`src/rtl/grev_sched_pkg.sv`:
```
// Shared types and helpers for the grev_scheduler slice: tag layout,
// grant descriptor and the round-robin search used by the arbiter.
package grev_sched_pkg;

  localparam int XLEN    = 32;
  localparam int SHAMT_W = 5;
  localparam int MAX_REQ = 8;
  // Requester ids are sized for the largest supported NREQ so the types stay parameter-free.
  localparam int ID_W    = $clog2(MAX_REQ);

  typedef struct packed {
    logic            valid;
    logic [ID_W-1:0] id;
  } tag_t;

  typedef struct packed {
    logic            found;
    logic [ID_W-1:0] idx;
  } grant_t;

  // First eligible requester at or after ptr, wrapping modulo nreq.
  function automatic grant_t rr_pick(input logic [MAX_REQ-1:0] elig,
                                     input logic [ID_W-1:0]    ptr,
                                     input int unsigned        nreq);
    logic [ID_W-1:0] cand;
    rr_pick = '0;
    for (int unsigned k = 0; k < MAX_REQ; k++) begin
      cand = ID_W'((32'(ptr) + k) % nreq);
      if (k < nreq && !rr_pick.found && elig[cand]) begin
        rr_pick.found = 1'b1;
        rr_pick.idx   = cand;
      end
    end
  endfunction

endpackage

```
`src/rtl/grev_resp_fifo.sv`:
```
// Per-requester response FIFO: synchronous, head word visible on rd_data,
// pops on an empty FIFO are ignored.
module grev_resp_fifo #(
  parameter int DEPTH = 2,
  parameter int WIDTH = 32
) (
  input  logic             clock,
  input  logic             reset,
  input  logic             wr_en,
  input  logic [WIDTH-1:0] wr_data,
  input  logic             rd_en,
  output logic [WIDTH-1:0] rd_data,
  output logic             empty,
  output logic             full
);

  localparam int PW    = (DEPTH > 1) ? $clog2(DEPTH) : 1;
  localparam int CNT_W = $clog2(DEPTH + 1);

  logic [WIDTH-1:0] mem [DEPTH];
  logic [PW-1:0]    wr_ptr, rd_ptr;
  logic [CNT_W-1:0] count;
  logic             do_rd;

  function automatic logic [PW-1:0] bump(input logic [PW-1:0] p);
    return (32'(p) == DEPTH - 1) ? '0 : p + 1'b1;
  endfunction

  assign empty   = (count == '0);
  assign full    = (count == CNT_W'(DEPTH));
  assign do_rd   = rd_en && !empty;
  assign rd_data = empty ? '0 : mem[rd_ptr];

  // NOTE: storage is deliberately not reset; count gates every read, so stale words are never observed.
  always_ff @(posedge clock) begin
    if (wr_en) mem[wr_ptr] <= wr_data;
  end

  always_ff @(posedge clock or posedge reset) begin
    if (reset) begin
      wr_ptr <= '0;
      rd_ptr <= '0;
      count  <= '0;
    end else begin
      if (wr_en) wr_ptr <= bump(wr_ptr);
      if (do_rd) rd_ptr <= bump(rd_ptr);
      if (wr_en && !do_rd)      count <= count + 1'b1;
      else if (do_rd && !wr_en) count <= count - 1'b1;
    end
  end

  always_ff @(posedge clock) begin
    if (!reset) assert (!(wr_en && full));
  end

endmodule

```
`src/rtl/grev_scheduler.sv`:
```
// Shares one pipelined simplegrev unit among NREQ requesters: round-robin
// issue, fixed-latency owner tags, credit-guarded per-requester response FIFOs.
module grev_scheduler
  import grev_sched_pkg::*;
#(
  parameter int NREQ    = 2,
  parameter int LAT     = 2,
  parameter int CREDITS = 2
) (
  input  logic                    clock,
  input  logic                    reset,
  input  logic [NREQ-1:0]         req_valid,
  output logic [NREQ-1:0]         req_ready,
  input  logic [NREQ*XLEN-1:0]    req_rs1,
  input  logic [NREQ*SHAMT_W-1:0] req_rs2,
  output logic [NREQ-1:0]         resp_valid,
  input  logic [NREQ-1:0]         resp_ready,
  output logic [NREQ*XLEN-1:0]    resp_rd,
  output logic [XLEN-1:0]         grev_rs1,
  output logic [SHAMT_W-1:0]      grev_rs2,
  input  logic [XLEN-1:0]         grev_rd
);

  localparam int CW = $clog2(CREDITS + 1);

  logic [CW-1:0]      credit [NREQ];
  logic [ID_W-1:0]    rr_ptr;
  logic [MAX_REQ-1:0] elig;
  grant_t             pick;
  logic               grant;
  tag_t               tag_q [LAT];
  logic [NREQ-1:0]    pop, fifo_wr, fifo_empty, fifo_full;

  always_comb begin
    elig = '0;
    for (int i = 0; i < NREQ; i++) elig[i] = req_valid[i] && (credit[i] != '0);
  end

  assign pick  = rr_pick(elig, rr_ptr, NREQ);
  assign grant = pick.found && !reset;

  // NOTE: every output gets a default before the loop so no path leaves it unassigned (no latch).
  always_comb begin
    req_ready = '0;
    grev_rs1  = '0;
    grev_rs2  = '0;
    for (int i = 0; i < NREQ; i++) begin
      if (grant && pick.idx == ID_W'(i)) begin
        req_ready[i] = 1'b1;
        grev_rs1     = req_rs1[XLEN*i +: XLEN];
        grev_rs2     = req_rs2[SHAMT_W*i +: SHAMT_W];
      end
    end
  end

  // NOTE: state registers use <= so every flop samples pre-edge values regardless of block order.
  always_ff @(posedge clock or posedge reset) begin
    if (reset)      rr_ptr <= '0;
    else if (grant) rr_ptr <= (32'(pick.idx) == NREQ - 1) ? '0 : pick.idx + 1'b1;
  end

  // The tag pipeline mirrors simplegrev's latency and never stalls.
  always_ff @(posedge clock or posedge reset) begin
    if (reset) begin
      for (int s = 0; s < LAT; s++) tag_q[s] <= '0;
    end else begin
      tag_q[0] <= '{valid: grant, id: pick.idx};
      for (int s = 1; s < LAT; s++) tag_q[s] <= tag_q[s-1];
    end
  end

  always_ff @(posedge clock or posedge reset) begin
    if (reset) begin
      for (int i = 0; i < NREQ; i++) credit[i] <= CW'(CREDITS);
    end else begin
      for (int i = 0; i < NREQ; i++) begin
        if (req_ready[i] && !pop[i])      credit[i] <= credit[i] - 1'b1;
        else if (pop[i] && !req_ready[i]) credit[i] <= credit[i] + 1'b1;
      end
    end
  end

  for (genvar i = 0; i < NREQ; i++) begin : g_req
    assign pop[i]        = resp_valid[i] && resp_ready[i];
    assign fifo_wr[i]    = tag_q[LAT-1].valid && (tag_q[LAT-1].id == ID_W'(i));
    assign resp_valid[i] = !fifo_empty[i];

    grev_resp_fifo #(.DEPTH(CREDITS), .WIDTH(XLEN)) u_fifo (
      .clock   (clock),
      .reset   (reset),
      .wr_en   (fifo_wr[i]),
      .wr_data (grev_rd),
      .rd_en   (pop[i]),
      .rd_data (resp_rd[XLEN*i +: XLEN]),
      .empty   (fifo_empty[i]),
      .full    (fifo_full[i])
    );

    always_ff @(posedge clock) begin
      if (!reset) begin
        assert (credit[i] <= CW'(CREDITS));
        assert (!(req_ready[i] && credit[i] == '0));
        assert (!(pop[i] && !req_ready[i] && credit[i] == CW'(CREDITS)));
        assert (!(fifo_wr[i] && fifo_full[i]));
      end
    end
  end

endmodule

```
`config.mk`:
```
export PLATFORM = sky130hd
export DESIGN_NAME = grev_scheduler
export DESIGN_NICKNAME = d
export VERILOG_FILES = /design/src/rtl/grev_sched_pkg.sv /design/src/rtl/grev_resp_fifo.sv /design/src/rtl/grev_scheduler.sv
export SDC_FILE = /design/constraint.sdc
export NUM_CORES = 1
export LEC_CHECK = 0
export ABC_AREA = 1
export BUFFER_PORTS_ARGS = -buffer_cell sky130_fd_sc_hd__buf_2
export CELL_PAD_IN_SITES_DETAIL_PLACEMENT = 1
export CELL_PAD_IN_SITES_GLOBAL_PLACEMENT = 1
export CORE_UTILIZATION = 39
export CTS_CLUSTER_DIAMETER = 100
export CTS_CLUSTER_SIZE = 16
export DETAILED_ROUTE_END_ITERATION = 10
export PLACE_DENSITY = 0.83
export SYNTH_ARGS = -nofsm -noshare
export SYNTH_HDL_FRONTEND = slang
export SYNTH_HIERARCHICAL = 1
export SYNTH_SLANG_ARGS = --single-unit
```
`constraint.sdc`:
```
create_clock -name clock -period 3.4 [get_ports clock]
set_input_delay 0.51 -clock clock [delete_from_list [all_inputs] [get_ports clock]]
set_output_delay 0.51 -clock clock [all_outputs]
set_load 0.05 [all_outputs]
```
==> run metrics, run 1 <==
Die X=131 um; # DRC=0; vias per cell=5.09; Gate Count Post-Synth=569; GR Util All Layers=22.2%; crit path time final=2.88 ns; drt initial violations=243; Critical Path Sink Type=output port; grt ovf=0; Max-slew headroom=29.6%; core area=16100 um2; vias post-DR=5132; Comb pwr share=36.8%; sequential power share=35.7%; Layout area overhead=26.1%; num ports=217; type of origin of the critical path=flop; share of cells above drive strength 1=40.4%; R2R depth=7; post-DP HPWL=13100 um; number of detailed-route iterations in the first pass=4; Clock Power Share=27.5%; Syn Area/Cell=11.5 um2; Post-Syn Area=6540 um2; Sw Ratio=41.2%; setup violators final=0; status=finished clean; total power per unit cell area=735 nW/um2; CTS clk-pin slew, worst paths=0.06 ns; port buffer count=216; Die H=131 um; Max Fclk=0.348 GHz; Syn Nets=685; maximum clock insertion buffer count=2; RSZ-0062 raised after global routing=no; CP Data Required Time=2.89 ns; Max FO, Critical Path=40; clk sink count=145; Ys Warns=6; Worst R2R End=credit[1]$_DFFE_PP1P_; Clock Tree Root=clkbuf_16; Critical Path AT=2.37 ns; Starting Density=40.6%; worst clock skew=0.00843 ns; measured slew at the worst slew-check pin=1.05 ns; hold_buf cts=0; initial antenna violation count=1; Internal=3.56 mW; endpoints failing hold=0; largest net degree at the start of global routing=41; first-pass GRT wire length=28900 um; GP Congestion=0.791; WS Path Type=flop to output port; path type of the worst min-delay path=input port to async pin; Post-Route Setup TNS=0 ns; Skew-Pair Late Insertion Delay=0.42 ns; postcts setup bufs=0; max cap viols=0; static leakage=3.65 nW; Wirelength per Cell=18.7 um; Worst VDD drop=377 uV; die area=17300 um2; Total Wirelength=18800 um; internal reg-to-reg setup slack=1.17 ns; H-tree Lvls=4; final core occ=51.2%; row cnt=46; fin nets=896; CTS buffer count=17; fill count=1838; Post-CTS Resized=0; CTS tree=yes; Sw Pwr=2.50 mW; worst r2r src=credit[1]$_DFFE_PP1P_; fin. max-slew vios=0; vias in the first global route=5572; Tcrit/Tclk final=84.6%; ANT nets after route=0
[flip-flops by register name, summed over array words and instances (netlist names)]
register	count
credit	4
g_req.u_fifo/count	4
g_req.u_fifo/mem	128
g_req.u_fifo/rd_ptr	2
g_req.u_fifo/wr_ptr	2
rr_ptr	1
tag_q	4
[how the worst max path moves through the flow]
stage                                        to             startpoint
after floorplan           credit[3]$_DFFE_PP1P_  credit[3]$_DFFE_PP1P_
after global placement             grev_rs1[16]           req_valid[1]
after detailed placement           grev_rs1[23]           req_valid[1]
after CTS                          grev_rs1[23]  credit[1]$_DFFE_PP1P_
after global routing               grev_rs1[23]  credit[1]$_DFFE_PP1P_
final                              grev_rs1[23]  credit[1]$_DFFE_PP1P_
[metal layers]
layer	vias to the layer above	part of all wire (%)	GRT usage (%)
met4	0	2.3	10.4
met3	29	4.8	4.75
li1	2374	-	-
met1	2528	39	24.0
met5	-	0	0
met2	201	54	41.1
[metrics by stage]
step                      instance area (um2)  hold slack, ns  total power [mW]  worst slack [ns]  instances
final                                    8250          0.0177              6.06             0.522       1009
after global routing                     8250          0.0262              6.30             0.365       1009
after CTS                                8240         0.00303              6.12             0.472       1008
after detailed placement                 7720           0.336              4.46             0.893        977
after global placement                   7720           0.332              4.37              1.03        977
after floorplan                          6540           0.276              3.92             0.930        569
[critical path: stages (launching register included)]
cell and delay [ns]:
dfstp_2 0.55, o21a_1 0.13, nand2_2 0.08, nor2_4 0.64
nand2_1 0.16, nand2_1 0.11, buf_2 0.26
[layout by cell type, fill, tap and decap left out, types with 9 or more instances in the layout]
| cell type | n |
|---|---|
| buf_2 | 216 |
| a21oi_2 | 58 |
| inv_1 | 26 |
| buf_4 | 11 |
| clkbuf_16 | 17 |
| nand4_1 | 39 |
| dfrtp_1 | 15 |
| nand2_1 | 223 |
| a21oi_1 | 9 |
| edfxtp_1 | 128 |
[layout make-up]
class,count,area [um2],share of cell area [%]
multi-input cells,360,1890,22.9
repair buffers,228,1180,14.4
clock inverters,12,92.6,1.12
clock buffers,19,433,5.25
diodes,1,2.50,0.0303
well taps,216,270,3.28
inverters,28,105,1.27
flip-flops and latches,145,4270,51.8
[power groups by stage]
stage	clock (mW)	sequential, mW	combinational, mW
final	1.67	2.16	2.23
after global routing	1.76	2.18	2.36
after CTS	1.70	2.16	2.26
after detailed placement	0	2.20	2.26
after global placement	0	2.19	2.18
after floorplan	0	2.18	1.74
Power figures use the tool's default switching activity.
==> run 2, diff against run 1 <==
- clock period: 3.4 -> 2.8 ns (I/O delays scaled with it)
==> run metrics, run 2 (same netlist as run 1, synthesis figures left out) <==
slowest cell on the critical path=dlygate4sd3_1 (was nor2_4); Starting Density=40.6% (unchanged); WS Path Type=input port to output port (was flop to output port); final core occ=52.3% (was 51.2%); CTS tree=yes (unchanged); commonest non-fill, non-tap cells in the layout=nand2_1 (222), buf_2 (216), edfxtp_1 (128), a21oi_2 (58), nand4_1 (39) (was nand2_1 (223), buf_2 (216), edfxtp_1 (128), a21oi_2 (58), nand4_1 (39)); Worst R2R End=credit[3]$_DFFE_PP1P_ (was credit[1]$_DFFE_PP1P_); port buffer count=216 (unchanged); RSZ-0062 raised after global routing=no (unchanged); vias per cell=5.14 (was 5.09); Tcrit/Tclk final=96.5%; fin nets=899 (was 896); WHS=0.213 ns (was 0.0177 ns); Final Total Pwr=7.75 mW (was 6.06 mW); Max-slew headroom=52.2% (was 29.6%); Max FO, Critical Path=38 (was 40); path type of the worst min-delay path=input port to flop (was input port to async pin); Hold Path End=g_req[1].u_fifo/mem[1][15]$_DFFE_PP_; status=finished clean (unchanged); Layout area overhead=29.0% (was 26.1%); first-pass GRT wire length=30100 um (was 28900 um); GP Congestion=0.804 (was 0.791); CP Data Required Time=2.38 ns (was 2.89 ns); Stages on worst setup path=7 (was 6); maximum clock insertion buffer count=2 (unchanged); fin. max-slew vios=0 (unchanged); R2R depth=10 (was 7); internal reg-to-reg setup slack=0.79 ns (was 1.17 ns); postcts setup bufs=0 (unchanged); Sw Pwr=3.11 mW (was 2.50 mW); drt initial violations=293 (was 243); cell area after layout=8430 um2 (was 8250 um2); largest net degree at the start of global routing=40 (was 41); Cells after DPL=979 (was 977); CP cell instances=dlygate4sd3_1 > buf_2 > inv_1 > buf_12 > nand4_1 > nand2_1 > buf_2 (was o21a_1 > nand2_2 > nor2_4 > nand2_1 > nand2_1 > buf_2); num ports=217 (unchanged); Internal=4.64 mW (was 3.56 mW); # DRC=0 (unchanged); Top Metal Used=met4 (unchanged); Max Fclk=0.370 GHz; Total Wirelength=19500 um (was 18800 um); Die X=131 um (unchanged); worst clock skew=0.00652 ns (was 0.00843 ns); worst r2r src=credit[3]$_DFFE_PP1P_ (was credit[1]$_DFFE_PP1P_); worst setup margin=0.0983 ns (was 0.522 ns); slowest stage delay, CP=0.55 ns (was 0.64 ns); worst hold stages=1; Wirelength per Cell=19.2 um (was 18.7 um); Clock Tree Root=clkbuf_16 (unchanged); type of origin of the critical path=input port (was flop); Die H=131 um (unchanged); CTS buffer count=17 (unchanged); met2 WL=10700 um (was 10100 um); CTS clk-pin slew, worst paths=0.06 ns (about the same); sequential power share=34.0% (was 35.7%); Worst VDD drop=557 uV (was 377 uV); vias in the first global route=5704 (was 5572); ANT nets after route=0 (unchanged); grt ovf=0 (unchanged); Comb pwr share=35.7% (was 36.8%); min-delay src=grev_rd[15]; measured slew at the worst slew-check pin=0.717 ns (was 1.05 ns); CP most frequent cell=buf_2 (was nand2_1); core area=16100 um2 (unchanged); Post-Route Setup TNS=0 ns (unchanged); vias post-DR=5215 (was 5132); total power per unit cell area=919 nW/um2 (was 735 nW/um2); Clock Power Share=30.3% (was 27.5%); crit path time final=2.70 ns; initial antenna violation count=2 (was 1); M1 WL=7470 um (was 7380 um); CP bufs+invs=5 (was 1); Post-Place Worst Slack=0.589 ns (was 0.893 ns); Largest Register=g_req.u_fifo/mem (unchanged); met3 WL post-DR=967 um (was 905 um); post-DP HPWL=13500 um (was 13100 um); number of detailed-route iterations in the first pass=4 (unchanged); endpoints failing hold=0 (unchanged); critical path's top delay family=buffers and inverters (was simple AND/OR/NAND/NOR gates); Largest register FFs=128 (unchanged); Skew-Pair Late Insertion Delay=0.42 ns (about the same); final cell count without fillers=1014 (was 1009); commonest non-fill, non-tap cell in the layout=nand2_1 (unchanged); Sw Ratio=40.1% (was 41.2%); clk sink count=145 (unchanged); die area=17300 um2 (unchanged); row cnt=46 (unchanged); Critical Path Sink Type=output port (unchanged); H-tree Lvls=4 (unchanged); share of cells above drive strength 1=41.5% (was 40.4%); static leakage=3.73 nW (was 3.65 nW); setup violators final=0 (unchanged); max cap viols=0 (unchanged); GR Util All Layers=23.1% (was 22.2%); Placement Cell Area=7790 um2 (was 7720 um2); Critical Path AT=2.28 ns (was 2.37 ns)
==> run 2: cell count changes in the layout (fill, tap and decap cells not counted), sizes merged, moves of 2 or more <==
| cell | delta |
|---|---|
| bufinv | +2 |
| clkinv | -6 |
| buf | +2 |
| inv | +2 |
| clkbuf | +2 |
==> run 2: final cells by class <==
class,count,area [um2]
Antenna cell,2,5.00
Inverter,28,105
Clock inverter,11,150
Fill cell,1814,7680
Clock buffer,21,470
Tap cell,216,270
Multi-Input combinational cell,360,1890
Sequential cell,145,4270
Timing Repair Buffer,231,1270
==> run 2: power by group through the flow <==
stage / clock network [mW] / logic [mW] / registers [mW]
floorplan: 0 / 2.11 / 2.65
global placement: 0 / 2.68 / 2.66
detailed placement: 0 / 2.77 / 2.68
CTS: 2.39 / 2.79 / 2.63
finish: 2.35 / 2.77 / 2.63
global route: 2.48 / 2.91 / 2.64
==> run 2: what timing repair did <==
action / 4_1_cts / 5_1_grt
hold buffers: 1 / 0
endpoints found under the hold margin: 8 / 0
endpoints found under the setup margin: 0 / 5
resized for setup: 0 / 1
==> run 2: how the worst max path moves through the flow <==
stage               slack [ns]                   from                    end
floorplan                 0.33  credit[3]$_DFFE_PP1P_  credit[3]$_DFFE_PP1P_
global placement          0.68  credit[3]$_DFFE_PP1P_           grev_rs1[28]
detailed placement        0.59  credit[3]$_DFFE_PP1P_           grev_rs1[18]
CTS                       0.04                  reset           grev_rs1[28]
global route              0.01                  reset           grev_rs1[28]
finish                     0.1                  reset           grev_rs1[28]
==> run 2: per-layer routing <==
layer	vias up	global-route usage, %
li1	2399	-
met1	2582	24.6
met2	206	43.7
met3	28	5.25
met4	0	9.30
met5	-	0
